## config.mk

```make
export PLATFORM = sky130hd
export DESIGN_NAME = word_packer
export DESIGN_NICKNAME = d
export VERILOG_FILES = /design/src/rtl/word_packer.sv
export SDC_FILE = /design/constraint.sdc
export NUM_CORES = 1
export LEC_CHECK = 0
export CORE_MARGIN = 3
export CORE_UTILIZATION = 50
export CTS_CLUSTER_DIAMETER = 150
export DETAILED_ROUTE_END_ITERATION = 10
export GPL_TIMING_DRIVEN = 0
export PLACE_DENSITY = 0.76
export SETUP_SLACK_MARGIN = 0.15
export SLEW_MARGIN = 20
export SYNTH_ARGS = -nofsm -noshare
export SYNTH_HDL_FRONTEND = slang
export SYNTH_SLANG_ARGS = --single-unit
```

## constraint.sdc

```tcl
create_clock -name clkIn -period 2.5 [get_ports clkIn]
set_input_delay 0.5 -clock clkIn [delete_from_list [all_inputs] [get_ports clkIn]]
set_output_delay 0.5 -clock clkIn [all_outputs]
set_load 0.1 [all_outputs]
```

## src/rtl/word_packer.sv

```systemverilog
// Packs PACK_RATIO narrow words into one wide beat, lane 0 least significant.
// Optional idle flush of partial beats is compiled in with WORD_PACKER_TIMEOUT_EN.
module word_packer #(
  parameter int DATA_WIDTH     = 32,
  parameter int PACK_RATIO     = 4,
  parameter int TIMEOUT_CYCLES = 16
) (
  input  logic                             clkIn,
  input  logic                             rstIn,
  input  logic [DATA_WIDTH-1:0]            wrDataIn,
  input  logic                             wrValidIn,
  input  logic                             wrLastIn,
  output logic                             wrReadyOut,
  output logic [DATA_WIDTH*PACK_RATIO-1:0] rdDataOut,
  output logic [PACK_RATIO-1:0]            rdKeepOut,
  output logic                             rdLastOut,
  output logic                             rdValidOut,
  input  logic                             rdReadyIn
);

  localparam int CNT_W  = (PACK_RATIO > 1) ? $clog2(PACK_RATIO) : 1;
  localparam int BEAT_W = DATA_WIDTH * PACK_RATIO;
  localparam logic [CNT_W-1:0] CNT_LAST = CNT_W'(PACK_RATIO - 1);

  if (PACK_RATIO < 2 || PACK_RATIO > 16) begin : g_bad_ratio
    $error("word_packer: PACK_RATIO out of range");
  end
  if (TIMEOUT_CYCLES < 1 || TIMEOUT_CYCLES > 65535) begin : g_bad_timeout
    $error("word_packer: TIMEOUT_CYCLES out of range");
  end

  logic [BEAT_W-1:0]     acc_q, acc_d;
  logic [CNT_W-1:0]      cnt_q, cnt_d;
  logic [BEAT_W-1:0]     data_q, data_d;
  logic [PACK_RATIO-1:0] keep_q, keep_d;
  logic                  last_q, last_d;
  logic                  valid_q, valid_d;

  logic [BEAT_W-1:0]     merged;
  logic [PACK_RATIO-1:0] keep_full;
  logic                  out_free;
  logic                  accept;
  logic                  complete;

  // Both ports use valid/ready: a transfer happens on a rising edge where
  // valid && ready. Input ready depends only on reset and the output stage,
  // so the stage can reload in the same edge it hands a beat downstream.
  assign out_free   = !valid_q || rdReadyIn;
  assign wrReadyOut = !rstIn && out_free;
  assign accept     = wrValidIn && wrReadyOut;
  assign complete   = accept && ((cnt_q == CNT_LAST) || wrLastIn);

  // Lanes above cnt are always zero in acc_q, so partial beats zero-fill.
  always_comb begin
    merged = acc_q;
    merged[int'(cnt_q)*DATA_WIDTH +: DATA_WIDTH] = wrDataIn;
    for (int i = 0; i < PACK_RATIO; i++) begin
      keep_full[i] = (i <= int'(cnt_q));
    end
  end

`ifdef WORD_PACKER_TIMEOUT_EN
  localparam logic [15:0] IDLE_MAX = 16'(TIMEOUT_CYCLES);

  logic [15:0]           idle_q, idle_d;
  logic                  flush;
  logic [PACK_RATIO-1:0] keep_part;

  assign flush = (cnt_q != '0) && !accept && (idle_q >= IDLE_MAX) && out_free;

  always_comb begin
    for (int i = 0; i < PACK_RATIO; i++) begin
      keep_part[i] = (i < int'(cnt_q));
    end
    idle_d = idle_q;
    if (accept || flush || (cnt_q == '0)) begin
      idle_d = '0;
    end else if (idle_q < IDLE_MAX) begin
      idle_d = idle_q + 16'd1;
    end
  end
`endif

  always_comb begin
    acc_d   = acc_q;
    cnt_d   = cnt_q;
    data_d  = data_q;
    keep_d  = keep_q;
    last_d  = last_q;
    valid_d = valid_q;
    if (valid_q && rdReadyIn) begin
      valid_d = 1'b0;
    end
    if (complete) begin
      data_d  = merged;
      keep_d  = keep_full;
      last_d  = wrLastIn;
      valid_d = 1'b1;
      acc_d   = '0;
      cnt_d   = '0;
    end else if (accept) begin
      acc_d = merged;
      cnt_d = cnt_q + 1'b1;
    end
`ifdef WORD_PACKER_TIMEOUT_EN
    // A flush only fires with no accepted word, so it never races a completion.
    if (flush) begin
      data_d  = acc_q;
      keep_d  = keep_part;
      last_d  = 1'b0;
      valid_d = 1'b1;
      acc_d   = '0;
      cnt_d   = '0;
    end
`endif
  end

  always_ff @(posedge clkIn) begin
    if (rstIn) begin
      acc_q   <= '0;
      cnt_q   <= '0;
      data_q  <= '0;
      keep_q  <= '0;
      last_q  <= 1'b0;
      valid_q <= 1'b0;
`ifdef WORD_PACKER_TIMEOUT_EN
      idle_q  <= '0;
`endif
    end else begin
      acc_q   <= acc_d;
      cnt_q   <= cnt_d;
      data_q  <= data_d;
      keep_q  <= keep_d;
      last_q  <= last_d;
      valid_q <= valid_d;
`ifdef WORD_PACKER_TIMEOUT_EN
      idle_q  <= idle_d;
`endif
    end
  end

  assign rdDataOut  = data_q;
  assign rdKeepOut  = keep_q;
  assign rdLastOut  = last_q;
  assign rdValidOut = valid_q;

endmodule

```

==> flow_metrics.tcl <==
set metrics [dict create \
    die_width_um 150.9 \
    start_kind "flop" \
    viasPerCell 6.132 \
    avgSynthCellArea_um2 9.032 \
    grt_pass1_wl_mm 51.87 \
    fin_hold_ws_ns 0.4556 \
    slew_violations 0 \
    root_buffer "clkbuf_16" \
    worstPathMaxFanout 2 \
    wl_per_cell_um 21.12 \
    area_growth_pct 25.46 \
    synth_cells 1162 \
    synthMuxAreaShare 0 \
    n_antenna_cell 0 \
    synth_area_leaders "dfxtp_1 (50%), a221oi_1 (11%), nor2_1 (6.3%)" \
    cp_cell_sequence "dlygate4sd2_1" \
    rsz0062_at_grt "true" \
    slew_headroom 0.3483 \
    async_flop_share 0 \
    crit_arrival_ns 1.83 \
    cts_buffer_depth 3 \
    yosys_warnings 0 \
    cts_buffers 26 \
    seq_area_frac_synth 0.5036 \
    fillerInstances 1770 \
    cap_violations 0 \
    layout_min_cycle_time_ns 2.329 \
    setup_ws_ns 0.1710 \
    core_um2 20430 \
    ant_nets 0 \
    grt_pass1_vias 9259 \
    ys_types 36 \
    postCtsHoldBufs 0 \
    clock_sinks 264 \
    p_per_area_nw_per_um2 777.8 \
    hold_viol 0 \
    leakagePower_uw 0.005205 \
    syn-num-nets 1206 \
    htreeDepth 1 \
    setup_viol 0 \
    rrSetupSlack_ns 0.20 \
    crit_buf_inv 1 \
    drc_errors 0 \
    slowest_stage "dlygate4sd2_1" \
    wirelength_mm 34.34 \
    synth_xor_xnor_area_share 0.0008345 \
    ys.flop_type "dfxtp_1" \
    critPathTopFamily "buffers and inverters" \
    grt_max_degree 15 \
    first_pass_iters 6 \
    yosysTopAreaCell "dfxtp_1" \
    io-pin-count 172 \
    synth_area_um2 10500 \
    gp_congestion 0.9195 \
    crit_type "reg -> out" \
    synth_top_area_share 0.5036 \
    critPathRequiredTime_ns 2.00 \
    cts_tree "done" \
    synth_edf_count 0 \
    critPathMaxStageDelay_ns 0.89 \
    vdd_ir_drop_max_uv 504.6 \
    vias 9971 \
    first_iter_violations 1166 \
    cp-end-kind "output port" \
    synthTopCellsByCount "dfxtp_1 (264), nor2_1 (176), nor3_1 (131), a221oi_1 (128), clkbuf_1 (95)" \
    portBuffers 139 \
    synth-simple-area-share 0.2132 \
    antenna_found_initial 0 \
    outcome "finished, final reports clean" \
    period_share 0.9316 \
    yosysMostFrequentCell "dfxtp_1" \
    hpwl_mm 22.93 \
    ys_seq_elements 264 \
    post-place-ws_ns -1.775 \
    die_area_um2 22760 \
    final_layout_size_suffix_gt1_frac 0.1571 \
    gr-total-overflow 0 \
    die_h_um 150.9 \
    insertion_delay_ns 0.53 \
    tightest_slew_ns 0.9814 \
    fmax_mhz 429.4 \
    initial_core_util 0.5137 \
    finClkSkew_ns 0.01109 \
    yosys.area_share.adder 0.008345 \
    hold_class "reg -> reg" \
    nets 1383 \
    std_cell_rows 52 \
    synth_compound_area_frac 0.2102 \
    grt_usage 0.2902 \
    synth_top_family_by_area "simple AND/OR/NAND/NOR gates" \
    clk_pin_slew_ns 0.06 \
]
-- report_power, final --
part | internal [uW] | total (uW) | leakage [uW] | switching, uW
sequential | 4330 | 4400 | 0.00214 | 71.4
combinational | 309 | 1690 | 0.00262 | 1380
clock | 2490 | 4150 | 0.000446 | 1660
total | 7130 | 10200 | 0.00521 | 3110
-- per-layer routing --
layer,GRT usage,part of all wire
met1,0.4037,0.42
met2,0.4479,0.45
met3,0.04129,0.086
met4,0.1342,0.047
met5,0,0
-- cells in the final DEF (no fill, tap or decap), types with 3 or more instances in the layout --
master	count
a21oi_1	50
clkinv_2	6
nor3_2	3
a22oi_1	41
nand2_1	50
nand3_1	54
buf_1	4
clkdlybuf4s50_1	3
inv_1	6
a22oi_2	40
bufinv_16	4
clkbuf_16	27
nor2_4	3
dlygate4sd2_1	135
clkbuf_2	9
ha_1	5
nor2_2	40
clkbuf_8	6
nor2b_1	3
dfxtp_1	262
a221oi_1	126
buf_2	31
buf_4	19
clkbuf_1	89
buf_6	5
nor3_1	130
nor2_1	175
-- state kept, by name (all words and copies together), names as in the netlist --
register and count:
rdLastOut 1, rdValidOut 1, acc_q 128, cnt_q 2, rdDataOut 128, rdKeepOut 4
-- final timing paths --
| path | from | to | cells past startpoint |
|---|---|---|---|
| setup reg to reg | cnt_q[1] | rdDataOut[96] | 7 |
| setup / recovery | rdKeepOut[2] | rdKeepOut[2] | 1 |
| hold / removal | acc_q[5] | acc_q[5] | 2 |
| hold reg to reg | acc_q[5] | acc_q[5] | 2 |
-- cells by family (layout without fill, tap and decap cells) --
family	count (synthesis)	in the layout
xor+xnor	1	1
compound gates	263	263
fa+ha+maj	7	7
buf+inv	155	349
simple gates	472	472
flops	264	264
-- cell type report --
type,count,area [um2],share of cell area
Inverter,7,26.28,0.001995
Timing Repair Buffer,149,1308,0.09930
Buffer,148,715.7,0.05435
Clock inverter,10,150.1,0.01140
Tap cell,270,337.8,0.02566
Clock buffer,35,745.7,0.05663
Sequential cell,264,5288,0.4016
Multi-Input combinational cell,743,4597,0.3491
-- stage by stage --
step	instance area, um2	total power [uW]	instances	setup TNS (ns)	util
floorplan	10500	5756	1162	0	-
CTS	13100	10210	1622	0	0.6410
global placement	12230	6199	1571	-87.42	0.5988
finish	13170	10240	1626	0	0.6445
global route	13170	10500	1626	0	0.6445
detailed placement	12230	6211	1571	-80.28	0.5988
-- what timing repair did --
action / 4_1_cts / 5_1_grt
resized for setup: 170 / 20
pin swaps: 6 / 4
setup endpoints to repair: 339 / 158
setup buffers: 6 / 4
Note: power is estimated with default switching activity, not from simulation.
